`config.mk`:
```
export PLATFORM = sky130hd
export DESIGN_NAME = systolic_result_drain_flat
export DESIGN_NICKNAME = d
export VERILOG_FILES = /design/src/rtl/systolic_result_drain_if.sv /design/src/rtl/systolic_result_drain.sv /design/src/flat_wrapper.sv
export SDC_FILE = /design/constraint.sdc
export NUM_CORES = 1
export LEC_CHECK = 0
export CAP_MARGIN = 20
export CORE_MARGIN = 4
export CORE_UTILIZATION = 52
export DETAILED_ROUTE_END_ITERATION = 6
export GPL_ROUTABILITY_DRIVEN = 0
export PLACE_DENSITY = 0.95
export RECOVER_POWER = 100
export SYNTH_ARGS = -nofsm -noshare
export SYNTH_HDL_FRONTEND = slang
export SYNTH_SLANG_ARGS = --single-unit
```
`constraint.sdc`:
```
create_clock -name clock -period 29.5 [get_ports clock]
set_input_delay 5.9 -clock clock [delete_from_list [all_inputs] [get_ports clock]]
set_output_delay 5.9 -clock clock [all_outputs]
set_load 0.01 [all_outputs]
```
`src/rtl/systolic_result_drain_if.sv`:
```
// Result stream bundle between the systolic drain and its downstream consumer.
// Latency: none (wires only).
// Backpressure: out_ready from the slave stalls the master; the payload is held while stalled.
// Signals: out_valid/out_data/out_row/out_col/out_last (master -> slave), out_ready (slave -> master).
interface systolic_result_drain_if #(
  parameter int N     = 4,
  parameter int WIDTH = 16,
  parameter int IDXW  = $clog2(N)
) ();
  logic             out_valid;
  logic             out_ready;
  logic [WIDTH-1:0] out_data;
  logic [IDXW-1:0]  out_row;
  logic [IDXW-1:0]  out_col;
  logic             out_last;

  modport master (
    output out_valid, out_data, out_row, out_col, out_last,
    input  out_ready
  );

  modport slave (
    input  out_valid, out_data, out_row, out_col, out_last,
    output out_ready
  );
endinterface

```
`src/rtl/systolic_result_drain.sv`:
```
// Snapshots all N*N accumulator outputs on start, then streams them row-major one word per handshake.
// Latency: element (0,0) is valid in the cycle after the capture edge; done pulses one cycle after the last handshake.
// Backpressure: out_ready low holds the presented word; all outputs are registered state, no ready-to-data path.
// Ports: clock/nreset; start + z_flat (capture side); out_if (result stream); acc_clear, busy, done, overrun (status).
module systolic_result_drain #(
  parameter int N     = 4,
  parameter int WIDTH = 16,
  parameter int IDXW  = $clog2(N)
) (
  input  logic                      clock,
  input  logic                      nreset,
  input  logic                      start,
  input  logic [N*N*WIDTH-1:0]      z_flat,
  systolic_result_drain_if.master   out_if,
  output logic                      acc_clear,
  output logic                      busy,
  output logic                      done,
  output logic                      overrun
);

  localparam int              AW   = $clog2(N*N);
  localparam logic [IDXW-1:0] LAST = IDXW'(N-1);

  typedef enum logic [1:0] {
    S_IDLE,
    S_STREAM,
    S_DONE
  } state_e;

  state_e           state_q, state_d;
  logic [IDXW-1:0]  row_q, row_d;
  logic [IDXW-1:0]  col_q, col_d;
  logic             overrun_q, overrun_d;
  logic             acc_clear_q, acc_clear_d;
  logic             capture;
  logic             streaming;
  logic             handshake;
  logic             at_last_col;
  logic             at_last;
  logic [AW-1:0]    rd_idx;
  logic [WIDTH-1:0] buf_q [N*N];

  assign streaming   = (state_q == S_STREAM);
  assign handshake   = streaming && out_if.out_ready;
  assign at_last_col = (col_q == LAST);
  assign at_last     = at_last_col && (row_q == LAST);
  assign rd_idx      = AW'(row_q) * AW'(N) + AW'(col_q);

  // Outputs are gated by the stream state so that IDLE/DONE (and reset) present all zeros.
  assign out_if.out_valid = streaming;
  assign out_if.out_data  = streaming ? buf_q[rd_idx] : '0;
  assign out_if.out_row   = streaming ? row_q : '0;
  assign out_if.out_col   = streaming ? col_q : '0;
  assign out_if.out_last  = streaming && at_last;
  assign busy             = streaming;
  assign done             = (state_q == S_DONE);
  assign overrun          = overrun_q;
  assign acc_clear        = acc_clear_q;

  always_comb begin
    state_d     = state_q;
    row_d       = row_q;
    col_d       = col_q;
    overrun_d   = overrun_q;
    acc_clear_d = 1'b0;
    capture     = 1'b0;
    case (state_q)
      S_IDLE: begin
        if (start) begin
          capture     = 1'b1;
          row_d       = '0;
          col_d       = '0;
          overrun_d   = 1'b0;
          acc_clear_d = 1'b1;
          state_d     = S_STREAM;
        end
      end
      S_STREAM: begin
        // A start here cannot be honoured without corrupting the snapshot; flag it instead.
        if (start) begin
          overrun_d = 1'b1;
        end
        if (handshake) begin
          if (at_last) begin
            row_d   = '0;
            col_d   = '0;
            state_d = S_DONE;
          end else if (at_last_col) begin
            col_d = '0;
            row_d = row_q + IDXW'(1);
          end else begin
            col_d = col_q + IDXW'(1);
          end
        end
      end
      S_DONE: begin
        // start is deliberately not sampled here; a held start is taken on the next IDLE cycle.
        state_d = S_IDLE;
      end
      default: begin
        state_d = S_IDLE;
      end
    endcase
  end

  always_ff @(posedge clock or negedge nreset) begin
    if (!nreset) begin
      state_q     <= S_IDLE;
      row_q       <= '0;
      col_q       <= '0;
      overrun_q   <= 1'b0;
      acc_clear_q <= 1'b0;
    end else begin
      state_q     <= state_d;
      row_q       <= row_d;
      col_q       <= col_d;
      overrun_q   <= overrun_d;
      acc_clear_q <= acc_clear_d;
    end
  end

  // Snapshot buffer: contents are only meaningful after a capture, so it carries no reset.
  always_ff @(posedge clock) begin
    if (capture) begin
      for (int i = 0; i < N*N; i++) begin
        buf_q[i] <= z_flat[i*WIDTH +: WIDTH];
      end
    end
  end

endmodule
```
`src/flat_wrapper.sv`:
```
// flat-port wrapper written by rule: the top's interface ports become plain ports
module systolic_result_drain_flat 
#(
  parameter int N     = 4,
  parameter int WIDTH = 16,
  parameter int IDXW  = $clog2(N)
)
  (clock, nreset, start, z_flat, acc_clear, busy, done, overrun, out_if_out_valid, out_if_out_data, out_if_out_row, out_if_out_col, out_if_out_last, out_if_out_ready);
  systolic_result_drain_if #(.N(N), .WIDTH(WIDTH), .IDXW(IDXW)) out_if_i ();
  input  logic clock;
  input  logic nreset;
  input  logic start;
  input  logic [N*N*WIDTH-1:0] z_flat;
  output logic acc_clear;
  output logic busy;
  output logic done;
  output logic overrun;
  output wire logic [$bits(out_if_i.out_valid)-1:0] out_if_out_valid;
  output wire logic [$bits(out_if_i.out_data)-1:0] out_if_out_data;
  output wire logic [$bits(out_if_i.out_row)-1:0] out_if_out_row;
  output wire logic [$bits(out_if_i.out_col)-1:0] out_if_out_col;
  output wire logic [$bits(out_if_i.out_last)-1:0] out_if_out_last;
  input wire logic [$bits(out_if_i.out_ready)-1:0] out_if_out_ready;
  assign out_if_out_valid = out_if_i.out_valid;
  assign out_if_out_data = out_if_i.out_data;
  assign out_if_out_row = out_if_i.out_row;
  assign out_if_out_col = out_if_i.out_col;
  assign out_if_out_last = out_if_i.out_last;
  assign out_if_i.out_ready = out_if_out_ready;
  systolic_result_drain #(.N(N), .WIDTH(WIDTH), .IDXW(IDXW)) u_core (.clock(clock), .nreset(nreset), .start(start), .z_flat(z_flat), .out_if(out_if_i), .acc_clear(acc_clear), .busy(busy), .done(done), .overrun(overrun));
endmodule
```
# Yosys cells after proc, flatten, opt, wreduce, memory -nomap -nowiden
# Memories as Yosys holds them, arrays and structs flattened.
# Cells that the tools add are included.
dict set report word_totals {
  mem_bits_rw 256
  register_bits 8
  n_memories 1
  wordCells 50
  inputBits 260
  romBits 0
  latchBits 0
}
dict set report op_classes {
  bitwise 0
  n_div 0
  shift 0
  eq_ne 9
  magnitude_cmp 0
  n_addsub 3
  reduce_logical 9
  n_mux 23
  mul 0
}
# name depth width rd rd_ports_with_merged_regs write_ports line
set memory_table {}
lappend memory_table {u_core.buf_q 16 16 1 0 16 systolic_result_drain.sv:41} ;# logic [WIDTH-1:0] buf_q [N*N];
# cell n
set op_table {}
lappend op_table {{$mux W2} 12}
lappend op_table {{$mux W16} 1}
lappend op_table {{$pmux W2 S2} 3}
lappend op_table {{$reduce_and A3 Y1} 3}
lappend op_table {{$ne A2 B2 Y1 const B} 4}
lappend op_table {{$eq A2 B2 Y1 const B} 3}
lappend op_table {{$mux W1} 6}
lappend op_table {{$add A2 B1 Y2 const B} 2}
lappend op_table {{$add A4 B2 Y4} 1}
lappend op_table {{$reduce_and A4 Y1} 1}
lappend op_table {{$logic_and A1 B1 Y1} 3}
lappend op_table {{$ne A3 B3 Y1 const B} 1}
lappend op_table {{$eq A2 B1 Y1 const B} 1}
lappend op_table {{$logic_not A2 Y1} 1}
lappend op_table {{$pmux W1 S2} 1}
lappend op_table {{$reduce_bool A2 Y1} 1}

# Logic depth before layout (Yosys ltp)
# Gate-level depths: netlist of run 1.
dict set report logic_depth {
  depth_word 5
  ltp_mapped 7
}

# Worst setup path before layout of run 1
# No wires, ideal clock.
dict set report synth_timing {
  path_type {input -> register}
  start {input port start}
  end {register u_core.acc_clear_q (netlist: u_core.acc_clear)}
  setup_ps 1137
  n_path_buf 0
  path_stages 1
  required_ps 28363
  t_arrival_ps 15540
  setup_slack_ps 12823
  cell_sequence {nor3b_2}
}
dict set report synth_via {
  elab_chain_cells 2
}
# element line
set synth_rtl {}
lappend synth_rtl {{start: declaration} flat_wrapper.sv:12} ;# input logic start;
lappend synth_rtl {{$mux W1} systolic_result_drain.sv:69} ;# if (start) begin
lappend synth_rtl {{$mux W1} systolic_result_drain.sv:67} ;# case (state_q)
lappend synth_rtl {{end signal: assignment} systolic_result_drain.sv:118} ;# acc_clear_q <= acc_clear_d;
lappend synth_rtl {{end: declaration} systolic_result_drain.sv:34} ;# logic acc_clear_q, acc_clear_d;
# Every way passes these cells.
# A chain may end at the register's enable or synchronous reset.

==> flow_summary.yaml, run 1 <==
outcome:
  run_status: "finished, violations left"
  violations: "max-capacitance violations, max-slew violations"
die:
  fp-row-count: 51
  die_w_um: 149
  die_y_um: 149
  die_area_um2: 22300
  ios: 286
  core-area_um2: 19600
  start_util: 0.531
sta:
  min_period_ps: 16470
  skew_ps: 14.3
  post-route-period-util: 0.558
  grt_setup_unrepaired: "no"
  fmax_mhz: 60.7
  finalSetupTns_ps: 0
  tightest_slew_ps: 9290
  relSlewSlack: -5.19
  setup_violations: 0
  maxSlewViolCount: 407
  hold_viol_final: 0
clock_tree:
  root_buffer: "clkbuf_16"
  clkTransAtPathRegs_ps: 60
  cts_made_buffers: 27
  cts_resized: 0
  clock_path_buffers: 3
  clk_latency_ps: 530
  clock-sinks: 264
  post_cts_buffers: 0
  cts_tree: "yes"
  h-tree-depth: 1
  cts_hold_buf: 0
worst_setup_path:
  r2r_start: "u_core.state_q[0]"
  cpPeakStageDelay_ps: 6490
  cp-start-kind: "primary input"
  path_class: "primary input to register"
  cp-startpoint: "start"
  worst_ep_required_time_ps: 29540
  r2r_slack_ps: 18580
  crit_top_cell: "clkbuf_1"
  cp_cell_sequence: "dlygate4sd3_1 -> nor3b_1 -> clkbuf_1 -> clkbuf_1"
  critPathSlowestCell: "clkbuf_1"
  cp.arrival_ps: 16510
  cp_max_fo: 180
  crit_path_end_kind: "register"
pwr:
  power_density_nw_per_um2: 88.7
  power.share.switching: 0.304
  cellLeakagePower_nw: 5.01
  switchingPower_mw: 0.382
  peakVddDrop_v: 0.0000664
  comb_power_share: 0.316
  p_int_mw: 0.877
  pwr-share-seq: 0.424
  power.share.clock: 0.260
final_layout:
  drive_gt1_frac: 0.0537
  nFillCells: 1227
  synthToLayoutAreaGrowth_pct: 36.6
  final_common_cell: "dlygate4sd3_1"
  design_area_um2: 14200
  layout.nets: 1117
  final_cell_mix: "dlygate4sd3_1 (278), edfxtp_1 (256), mux2i_1 (128)"
logic_synthesis:
  yosysTopAreaCell: "edfxtp_1"
  yosysUniqueCellTypes: 35
  synth.net_count: 832
  syn_area_um2: 10400
  synth-simple-area-share: 0.0251
  synthAdderAreaFrac: 0.00241
  yosysTopAreaCellShare: 0.739
  ys_seq_area_frac: 0.758
  synth_compound_area_frac: 0.0600
  synth.avg_cell_area_um2: 18.2
  synth-xor-area-share: 0
  synthMuxAreaShare: 0.124
  yosysWarnings: 0
  synth_top_family_by_area: "multiplexers"
  ys_seq_elements: 264
  synth_area_leaders: "edfxtp_1 (74%), mux2i_1 (12%), a22oi_1 (4.6%), dfrtp_1 (1.9%), buf_12 (1.3%)"
  syn_inst: 570
global_route:
  grt_first_pass_wirelength_um: 37500
  grt_usage: 0.225
  grt_pass1_vias: 6818
  grt_max_degree: 181
  antenna_found_initial: 12
  grt-ovfl-total: 0
route:
  drt-total-wl_um: 26100
  ant_nets: 0
  first_iter_violations: 283
  drc: 0
  num_vias: 6255
  viasPerCell: 5.42
  wl_per_cell_um: 22.6
  drtPass1Iterations: 5
placed_design:
  dp_hpwl_um: 17900
  post_dp_cell_area_um2: 13400
  io_buffers: 285
hold_path:
  min_path_type: "register to register"
  min_from: "u_core.overrun"
run:
  cap_violations: 5
## sequential cells by signal, summed over array words and instances, names as in the netlist
register and flops:
u_core.acc_clear 1, u_core.buf_q 256, u_core.col_q 2, u_core.overrun 1, u_core.row_q 2, u_core.state_q 2
## logic make-up (layout without fill, tap and decap cells)
group,count (synthesis),count (layout)
other cells,0,13
simple gates,51,51
flops,264,264
mux,129,129
fa+ha+maj,2,2
compound gates,88,88
buf+inv,36,342
## per-stage QoR
step                      utilization  total power, mW  setup slack (ps)  hold WS [ps]  std cells
after detailed placement        0.682            0.928             20570           500       1091
after floorplan                     -            0.795             12820           538        570
after global routing            0.724             1.32             12190           544       1147
after CTS                       0.726             1.26             19980           514       1141
after global placement          0.682            0.914             20620           500       1091
final                           0.725             1.26             13030           504       1154
## worst paths after layout
kind | end | cells after the start
worst min register to register | u_core.overrun | 1
min in group asynchronous | u_core.acc_clear | 1
worst min-delay path | u_core.overrun | 1
worst max-delay path | u_core.buf_q[2][6] | 4
max in group asynchronous | u_core.col_q[0] | 1
worst max register to register | u_core.buf_q[2][6] | 3
## synthesized netlist by cell type
cell type  instances
nor3b_2            1
nand3_1           17
o31ai_1            1
a21o_1             2
ha_1               2
o21ai_1           15
nand2_2            1
o21ai_0            2
buf_4              2
clkbuf_1           6
nor2b_1            3
o41ai_1            1
nor2_4             1
a32o_1             1
mux2i_1          128
and2_1             4
buf_8              1
nor2_1             3
buf_6              2
edfxtp_1         256
inv_2              2
a21oi_2            1
inv_1              1
buf_2             11
nor4_1             1
nand2b_1           1
dfrtp_1            8
and3_1             1
nand2_1           17
nand2b_2           1
buf_12             7
mux2_2             1
clkbuf_4           4
a22oi_1           64
o21ai_2            1
## worst max-delay path, delay by kind of cell
kind | cells | cell delay, ps
buffers and inverters | 3 | 10230
AND/OR/NAND/NOR | 1 | 260
## power by group through the flow
stage	Sequential (mW)	Clock (mW)	Combinational [mW]
2_1_floorplan	0.529	0	0.267
3_3_place_gp	0.520	0	0.393
3_5_place_dp	0.525	0	0.403
4_1_cts	0.518	0.333	0.406
5_1_grt	0.541	0.348	0.428
6_report	0.534	0.328	0.398
## metal layers
layer	global-route usage	routed length (um)	part of all wire	up-vias
li1	-	-	-	2859
met1	0.246	9020	0.35	3049
met2	0.413	13800	0.53	279
met3	0.0624	2180	0.084	62
met4	0.0888	1010	0.039	6
met5	0	33	0.0013	-
## layout make-up
type / count / area [um2] / area share
multi-input combinational: 270 / 2210 / 0.156
clock buffer: 35 / 746 / 0.0525
tap: 265 / 332 / 0.0233
clock inverter: 15 / 120 / 0.00845
sequential: 264 / 7890 / 0.555
timing repair buffer: 289 / 2870 / 0.202
inverter: 3 / 11.3 / 0.000792
antenna: 13 / 32.5 / 0.00229
Power figures use the tool's default switching activity.
==> run 2: changes to the inputs <==
--- a/config.mk
+++ b/config.mk
@@ -7,10 +7,10 @@
 export LEC_CHECK = 0
 export CAP_MARGIN = 20
 export CORE_MARGIN = 4
-export CORE_UTILIZATION = 52
+export CORE_UTILIZATION = 44
 export DETAILED_ROUTE_END_ITERATION = 6
 export GPL_ROUTABILITY_DRIVEN = 0
-export PLACE_DENSITY = 0.95
+export PLACE_DENSITY = 0.89
 export RECOVER_POWER = 100
 export SYNTH_ARGS = -nofsm -noshare
 export SYNTH_HDL_FRONTEND = slang
==> constraint.sdc (replaced) <==
create_clock -name clock -period 14.1 [get_ports clock]
set_input_delay 2.82 -clock clock [delete_from_list [all_inputs] [get_ports clock]]
set_output_delay 2.82 -clock clock [all_outputs]
set_load 0.01 [all_outputs]
==> run 2 against run 1 <==
Compared with the run above:
- the flow still finishes with violations (max-capacitance violations, max-slew violations)
- utilization fell by 11 points
- critical path depth increased by 3
- flip-flop and latch count unchanged
- critical endpoint is now out_if_out_data[2]
- highest routed layer unchanged
==> flow_summary.yaml, run 2 (synthesized netlist as in run 1, its figures left out) <==
outcome:
  run_status: "finished, violations left"
  violations: "max-capacitance violations, max-slew violations"
route:
  num_vias: 6329
  ant_nets: 0
  drt-total-wl_um: 26800
  drc: 0
  wl_per_cell_um: 22.0
  viasPerCell: 5.20
  first_iter_violations: 369
  drtPass1Iterations: 6
placed_design:
  dp_hpwl_um: 18200
  pre_cts_slack_ps: 7450
  io_buffers: 285
clock_tree:
  clock-sinks: 264
  cts_resized: 0
  cts_made_buffers: 28
  h-tree-depth: 1
  cts_hold_buf: 0
  root_buffer: "clkbuf_16"
  clock_path_buffers: 3
  clk_latency_ps: 540
  post_cts_buffers: 0
  clkTransAtPathRegs_ps: 60
  cts_tree: "yes"
pwr:
  power_density_nw_per_um2: 186
  switchingPower_mw: 0.838
  p_int_mw: 1.84
  power.share.clock: 0.273
  peakVddDrop_v: 0.000114
  total_power_mw: 2.68
  comb_power_share: 0.324
  pwr-share-seq: 0.403
  cellLeakagePower_nw: 5.08
  power.share.switching: 0.313
sta:
  fmax_mhz: 99.8
  finalSetupTns_ps: 0
  setup_violations: 0
  hold_viol_final: 0
  min_period_ps: 10020
  post-route-period-util: 0.711
  relSlewSlack: -1.71
  tightest_slew_ps: 4060
  maxSlewViolCount: 204
  skew_ps: 15.7
  setup_slack_ps: 4080
  holdWs_ps: 515
  grt_setup_unrepaired: "no"
worst_setup_path:
  crit_path_end_kind: "output port"
  cpPeakStageDelay_ps: 2650
  worst_ep_required_time_ps: 11280
  path_class: "register to output port"
  cp-start-kind: "register"
  cp_cell_sequence: "clkbuf_1 -> buf_4 -> mux2i_1 -> a22oi_1 -> nand2_1 -> o21ai_0 -> clkdlybuf4s50_1"
  cp.arrival_ps: 7200
  cp_max_fo: 54
  critPathSlowestCell: "clkbuf_1"
die:
  fp-row-count: 56
  die_area_um2: 26200
  core-area_um2: 23300
  ios: 286
  die_y_um: 162
  die_w_um: 162
  start_util: 0.446
final_layout:
  layout.nets: 1123
  drive_gt1_frac: 0.0623
  final_common_cell: "dlygate4sd3_1"
  largest_reg_flops: 256
  top_register: "u_core.buf_q"
  fin_util: 0.619
  synthToLayoutAreaGrowth_pct: 38.9
  final_cell_mix: "dlygate4sd3_1 (277), edfxtp_1 (256), mux2i_1 (128)"
global_route:
  grt_max_degree: 94
  grt_usage: 0.195
  grt_first_pass_wirelength_um: 38800
  antenna_found_initial: 15
  grt-ovfl-total: 0
  grt_pass1_vias: 6916
hold_path:
  min_path_type: "register to register"
run:
  cap_violations: 3
[run 2: changes by cell type in the layout (fill, tap and decap cells not counted), moves of 2 or more]
cell       previous run  this run
bufinv_16             2         4
clkinv_2              5         7
buf_16                0         3
clkbuf_1              8         6
diode_2              13        15
clkbuf_8              4         0
[run 2: per-layer routing]
layer	part of all wire	up-vias	GRT usage	wire, um
li1	-	2889	-	-
met2	0.52	278	0.349	14000
met4	0.036	6	0.0796	971
met1	0.36	3092	0.218	9740
met3	0.079	64	0.0573	2110
met5	0.0010	-	0	27
[run 2: final timing paths]
path,from,slack (ps),end,depth (start not counted)
setup / recovery,u_core.col_q[0],4080,out_if_out_data[2],7
hold reg to reg,u_core.overrun,520,u_core.overrun,1
min in group asynchronous,nreset,2660,u_core.col_q[1],1
max in group asynchronous,nreset,11150,u_core.row_q[0],1
hold / removal,u_core.overrun,520,u_core.overrun,1
setup reg to reg,u_core.state_q[0],8180,u_core.buf_q[7][9],5
[run 2: layout make-up]
cell class                      count  area (um2)
Clock inverter                     23         229
Timing Repair Buffer              294        2960
Sequential cell                   264        7890
Tap cell                          319         399
Fill cell                        1676        8890
Inverter                            3        11.3
Antenna cell                       15        37.5
Multi-Input combinational cell    270        2210
Clock buffer                       29         704
[run 2: power groups by stage]
stage	Sequential, mW	Combinational [mW]	Clock, mW
final	1.08	0.868	0.731
after global routing	1.09	0.931	0.779
after CTS	1.08	0.876	0.746
after detailed placement	1.09	0.868	0
after global placement	1.08	0.851	0
after floorplan	1.11	0.558	0
[run 2: stage by stage]
stage / instances / instance area (um2)
2_1_floorplan: 570 / 10400
3_5_place_dp: 1146 / 13400
3_3_place_gp: 1146 / 13400
6_report: 1217 / 14400
5_1_grt: 1212 / 14400
4_1_cts: 1198 / 14400
[run 2: critical path, delay by kind of cell, from the launching register on]
family / cells / cell delay (ps)
multiplexers: 1 / 170
flip-flops: 1 / 1330
AND/OR/NAND/NOR: 1 / 140
AO/OA/AOI/OAI: 2 / 580
buffers and inverters: 3 / 4350
